`config.mk`:
```
export PLATFORM = sky130hd
export DESIGN_NAME = stack_arbiter
export DESIGN_NICKNAME = d
export VERILOG_FILES = /design/src/rtl/stack_pkg.sv /design/src/rtl/lifo_core.sv /design/src/rtl/stack_arbiter.sv
export SDC_FILE = /design/constraint.sdc
export NUM_CORES = 1
export LEC_CHECK = 0
export ABC_AREA = 1
export BUFFER_PORTS_ARGS = -buffer_cell sky130_fd_sc_hd__clkbuf_2
export CAP_MARGIN = 10
export CORE_MARGIN = 8
export CORE_UTILIZATION = 45
export CTS_BUF_LIST = sky130_fd_sc_hd__clkbuf_16
export DETAILED_ROUTE_END_ITERATION = 7
export PLACE_DENSITY = 0.65
export SETUP_SLACK_MARGIN = 0.4
export SLEW_MARGIN = 10
export SYNTH_ARGS = -nofsm -noshare
export SYNTH_HDL_FRONTEND = slang
export SYNTH_SLANG_ARGS = --single-unit
```
`constraint.sdc`:
```
create_clock -name clk -period 3.55 [get_ports clk]
set_input_delay 0.5325 -clock clk [delete_from_list [all_inputs] [get_ports clk]]
set_output_delay 0.5325 -clock clk [all_outputs]
set_load 0.02 [all_outputs]
```
`src/rtl/stack_pkg.sv`:
```
// Shared opcodes and FSM state encoding for the stack arbiter slice.
package stack_pkg;

  localparam logic OP_PUSH = 1'b0;
  localparam logic OP_POP  = 1'b1;

  typedef enum logic {
    ST_IDLE  = 1'b0,
    ST_FLUSH = 1'b1
  } state_t;

endpackage

```
`src/rtl/lifo_core.sv`:
```
// Private LIFO storage: memory array plus occupancy pointer.
// The caller never asserts push and pop in the same cycle.
module lifo_core #(
  parameter int DATA_W = 8,
  parameter int DEPTH  = 8,
  parameter int CNT_W  = $clog2(DEPTH + 1)
) (
  input  logic              clk,
  input  logic              reset,
  input  logic              do_push,
  input  logic              do_pop,
  input  logic [DATA_W-1:0] din,
  output logic [DATA_W-1:0] top,
  output logic [CNT_W-1:0]  count
);

  localparam int PTR_W = (DEPTH > 1) ? $clog2(DEPTH) : 1;

  logic [DATA_W-1:0] r_mem [DEPTH];
  logic [CNT_W-1:0]  r_count;
  logic [PTR_W-1:0]  w_wr_idx;
  logic [PTR_W-1:0]  w_top_idx;
  logic              w_full;
  logic              w_empty;

  assign w_full    = (r_count == CNT_W'(DEPTH));
  assign w_empty   = (r_count == '0);
  assign w_wr_idx  = r_count[PTR_W-1:0];
  assign w_top_idx = w_wr_idx - PTR_W'(1);
  assign top       = r_mem[w_top_idx];
  assign count     = r_count;

  // Occupancy pointer; illegal moves are suppressed instead of wrapping.
  always_ff @(posedge clk) begin
    if (reset) begin
      r_count <= '0;
    end else if (do_push && !w_full) begin
      r_count <= r_count + CNT_W'(1);
    end else if (do_pop && !w_empty) begin
      r_count <= r_count - CNT_W'(1);
    end
  end

  // Entry storage; contents survive reset, only the pointer is cleared.
  always_ff @(posedge clk) begin
    if (do_push && !w_full) begin
      r_mem[w_wr_idx] <= din;
    end
  end

endmodule

```
`src/rtl/stack_arbiter.sv`:
```
// Two-requester round-robin arbiter and flush sequencer in front of lifo_core.
module stack_arbiter
  import stack_pkg::*;
#(
  parameter int DATA_W = 8,
  parameter int DEPTH  = 8,
  parameter int CNT_W  = $clog2(DEPTH + 1)
) (
  input  logic                clk,
  input  logic                reset,
  input  logic [1:0]          req,
  input  logic [1:0]          op,
  input  logic [2*DATA_W-1:0] wdata,
  output logic [1:0]          gnt,
  output logic [1:0]          err,
  output logic [DATA_W-1:0]   rdata,
  output logic [1:0]          rvalid,
  input  logic                flush,
  output logic                busy,
  output logic [DATA_W-1:0]   drain_data,
  output logic                drain_valid,
  output logic [CNT_W-1:0]    count,
  output logic                full,
  output logic                empty
);

  state_t            r_state;
  state_t            w_state_nxt;
  logic              r_last;
  logic [1:0]        r_err;
  logic [1:0]        r_rvalid;
  logic [DATA_W-1:0] r_rdata;
  logic [DATA_W-1:0] r_drain_data;
  logic              r_drain_valid;

  logic [1:0]        w_gnt;
  logic              w_sel;
  logic              w_do_push;
  logic              w_do_pop;
  logic              w_drain;
  logic [1:0]        w_err;
  logic [1:0]        w_rvalid;
  logic [DATA_W-1:0] w_din;
  logic [DATA_W-1:0] w_top;
  logic [CNT_W-1:0]  w_count;
  logic              w_full;
  logic              w_empty;

  assign w_full  = (w_count == CNT_W'(DEPTH));
  assign w_empty = (w_count == '0);
  assign w_din   = w_sel ? wdata[2*DATA_W-1:DATA_W] : wdata[DATA_W-1:0];

  lifo_core #(
    .DATA_W (DATA_W),
    .DEPTH  (DEPTH),
    .CNT_W  (CNT_W)
  ) u_lifo (
    .clk     (clk),
    .reset   (reset),
    .do_push (w_do_push),
    .do_pop  (w_do_pop),
    .din     (w_din),
    .top     (w_top),
    .count   (w_count)
  );

  // Next state, grant selection and commit decisions for the current cycle.
  always_comb begin
    w_state_nxt = r_state;
    w_gnt       = '0;
    w_sel       = 1'b0;
    w_do_push   = 1'b0;
    w_do_pop    = 1'b0;
    w_drain     = 1'b0;
    w_err       = '0;
    w_rvalid    = '0;
    case (r_state)
      ST_IDLE: begin
        if (flush && !w_empty) begin
          w_state_nxt = ST_FLUSH;
        end else begin
          case (req)
            2'b01:   w_gnt = 2'b01;
            2'b10:   w_gnt = 2'b10;
            2'b11:   w_gnt = r_last ? 2'b01 : 2'b10;
            default: w_gnt = 2'b00;
          endcase
          w_sel = w_gnt[1];
          if (w_gnt != 2'b00) begin
            if (op[w_sel] == OP_PUSH) begin
              if (w_full) w_err     = w_gnt;
              else        w_do_push = 1'b1;
            end else begin
              if (w_empty) begin
                w_err = w_gnt;
              end else begin
                w_do_pop = 1'b1;
                w_rvalid = w_gnt;
              end
            end
          end
        end
      end
      ST_FLUSH: begin
        w_do_pop = 1'b1;
        w_drain  = 1'b1;
        if (w_count == CNT_W'(1)) w_state_nxt = ST_IDLE;
      end
      default: w_state_nxt = ST_IDLE;
    endcase
  end

  // State, round-robin pointer and all registered response outputs.
  always_ff @(posedge clk) begin
    if (reset) begin
      r_state       <= ST_IDLE;
      r_last        <= 1'b1;
      r_err         <= '0;
      r_rvalid      <= '0;
      r_rdata       <= '0;
      r_drain_data  <= '0;
      r_drain_valid <= 1'b0;
    end else begin
      r_state       <= w_state_nxt;
      r_err         <= w_err;
      r_rvalid      <= w_rvalid;
      r_drain_valid <= w_drain;
      if (w_gnt != 2'b00) r_last       <= w_sel;
      if (w_rvalid != '0) r_rdata      <= w_top;
      if (w_drain)        r_drain_data <= w_top;
    end
  end

  assign gnt         = w_gnt;
  assign err         = r_err;
  assign rvalid      = r_rvalid;
  assign rdata       = r_rdata;
  assign busy        = (r_state == ST_FLUSH);
  assign drain_data  = r_drain_data;
  assign drain_valid = r_drain_valid;
  assign count       = w_count;
  assign full        = w_full;
  assign empty       = w_empty;

endmodule

```
==> key figures <==
Status
  – Status: complete, no violations

Finish
  – Final instance area: 4520 sq um
  – Layout Nets: 442
  – Synth-to-Final Area Change: 16.5%
  – Ant diodes: 0
  – Layout cells sized above 1: 0.233

Clock network
  – Max clock buf depth: 2
  – Clock-pin slew on the worst setup and hold paths: 0.07 ns
  – Clock Latency Late Sink: 0.34 ns
  – TritonCTS clock tree: built
  – Post-CTS resize count: 0
  – Hold buffers post-CTS: 0
  – Post-CTS Setup Bufs: 0
  – CTS sink cnt: 91
  – Clock buffer count from CTS: 9
  – CTS H-tree depth: 3
  – CTS Root Cell: clkbuf_16

Logic synthesis
  – Cell variety after synth: 34
  – Synthesized netlist cell count: 367
  – Most common cell in the synthesized netlist: edfxtp_1
  – Syn Nets: 393
  – Synth Flop Type: edfxtp_1
  – Number of flops mapped to enable cells by yosys: 64
  – Largest area contributor in the netlist: edfxtp_1
  – FF+latch count, synth: 91
  – Warnings from Yosys: 0
  – Syn_area_per_cell: 10.6 sq um
  – Commonest cells post-synth: edfxtp_1 (64), nor2_1 (59), nand2_1 (53)
  – Top post-synthesis cells by area: edfxtp_1 (50%), dfxtp_1 (14%), o21ai_0 (5.8%), nor2_1 (5.7%), nand2_1 (5.1%)
  – Sequential fraction of the synthesis area: 0.635
  – Yosys top cell area share: 0.496
  – Post-Syn Area: 3880 sq um
  – Post-synth ARST share: 0

Die
  – Placeable Area: 8550 sq um
  – FP Rows: 34
  – Die X-Extent: 109 um
  – Die area: 11800 sq um
  – Die Span Y: 109 um
  – Num ports: 53
  – Initial Utilization: 0.453

Critical path
  – Slowest cell on the critical path: dfxtp_1
  – Critical path peak fanout: 11
  – Critical path data required time: 3.02 ns
  – Kind of start point of the critical path: register
  – Worst setup EP type: output port
  – Worst-path cell chain: inv_1 > ha_1 > nand3_4 > nand2_4 > nand2_2 > nor2_4 > clkbuf_2
  – Critical path class: register to output port
  – Critical Path AT: 2.08 ns
  – CP max stage delay: 0.37 ns

Global routing
  – First-pass GRT wire length: 13900 um
  – Met1 Resource Use GR: 0.203
  – Met3 usage in global routing: 0.0437
  – Gr ovfl total: 0
  – Largest net degree at the start of global routing: 39
  – Number of global-route vias before repair: 2820
  – Gr busiest metal: met2
  – Met2 Use GR: 0.224
  – Initial antenna violation count: 0
  – Gr usage total: 0.151

Routing
  – Post-Route WL: 8350 um
  – DR pass1 iterations: 6
  – Vias per inst: 5.32
  – 1st-iter DRT viols: 196
  – Via count: 2816
  – Wire per inst: 15.8 um
  – Final ANT Viol Nets: 0
  – DR DRC count: 0

STA
  – Max-slew headroom: 0.492
  – Max Slew Vio Count: 0
  – Worst hold slack: 0.491 ns
  – Endpoints failing setup: 0
  – Worst-Margin Slew: 0.760 ns
  – Fin crit share: 0.737
  – Number of hold violations in the final report: 0
  – Max Freq: 0.382 GHz
  – RSZ-0062 raised after global routing: false
  – Final TNS setup: 0 ns
  – Final setup skew: 0.00913 ns
  – Final min period: 2.62 ns

Place
  – Routability Congestion: 0.833
  – Detailed placer's ending HPWL: 5860 um
  – Placed inst area: 4210 sq um
  – IO Port Bufs: 52

Pwr
  – Pwr per Cell Area: 977 nW/um^2
  – Lkg Pwr: 1.80 nW
  – Max VDD drop: 0.459 mV
  – Final Power: 4.41 mW

Job
  – Max Cap Viol: 0

Min path
  – Hold WC Path Type: input port to register
layer usage:
layer  vias up  wire length (um)  part of all wire
li1       1367                 -                 -
met1      1324              3750              0.45
met2       114              3760              0.45
met3        11               738             0.088
met4         0               106             0.013
met5         -                 0                 0
kinds of logic (layout without fill, tap and decap cells):
family,after synthesis,after routing,share of synthesized area
multiplexers,5,5,0.0129
adder cells (fa/ha/maj),3,3,0.00968
XOR/XNOR,4,4,0.0139
AO/OA/AOI/OAI,79,79,0.112
buffers and inverters,34,88,0.0410
flip-flops,91,91,0.635
AND/OR/NAND/NOR,151,151,0.176
worst max-delay path: cells and delay by family (launching register included):
kind	cells	cell delay [ns]
and+or+nand+nor	4	0.62
DFF	1	0.37
buffers and inverters	2	0.40
adders and majority gates	1	0.35
worst paths after layout:
path	startpoint	endpoint	slack (ns)	cells past startpoint
hold reg to reg	rdata[6]	rdata[6]	0.49	2
hold / removal	reset	u_lifo.count[2]	0.49	2
setup reg to reg	u_lifo.count[1]	u_lifo.r_mem[3][4]	0.98	7
setup / recovery	u_lifo.count[1]	gnt[1]	0.93	7
registers in the layout, summed over array words and instances, names as in the netlist:
signal	cells
rdata	8
u_lifo.r_mem	64
busy	1
u_lifo.count	4
r_last	1
drain_valid	1
rvalid	2
drain_data	8
err	2
where the power goes:
group	internal (mW)	switching [mW]
Clock	0.560	0.403
Sequential	1.38	0.111
Combinational	0.608	1.35
Total	2.55	1.87
layout make-up:
type / count / area, sq um
Multi-Input combinational cell: 242 / 1250
Clock buffer: 11 / 275
Timing Repair Buffer: 56 / 290
Sequential cell: 91 / 2460
Clock inverter: 5 / 33.8
Inverter: 16 / 65.1
Fill cell: 771 / 4030
Tap cell: 108 / 135
cells in the final DEF (no fill, tap or decap):
master	instances
nand3_2	1
nor2_4	2
nor2_2	4
edfxtp_1	64
nand3_1	12
nand2_1	53
clkinv_2	1
a21oi_2	4
and2_1	5
nand3_4	1
a21oi_1	5
mux2i_1	5
nand2_2	7
a41oi_1	1
nor2_1	59
inv_6	1
nand2_4	2
xor2_1	3
clkinvlp_4	1
inv_1	12
clkbuf_2	52
inv_4	2
clkbuf_16	11
clkinv_4	1
nand4_1	2
o21ai_1	9
xnor2_4	1
o21ai_0	45
buf_4	4
dfxtp_1	27
ha_1	3
inv_2	3
o22ai_1	11
nor3_1	3
a31oi_1	4
through the flow:
step | cells | util | setup WS (ns)
2_1_floorplan | 367 | - | 0.745
3_3_place_gp | 513 | 0.492 | 1.03
3_5_place_dp | 513 | 0.492 | 0.959
4_1_cts | 529 | 0.528 | 0.902
5_1_grt | 529 | 0.528 | 0.760
6_report | 529 | 0.528 | 0.934
(Power assumes the default switching activity.)
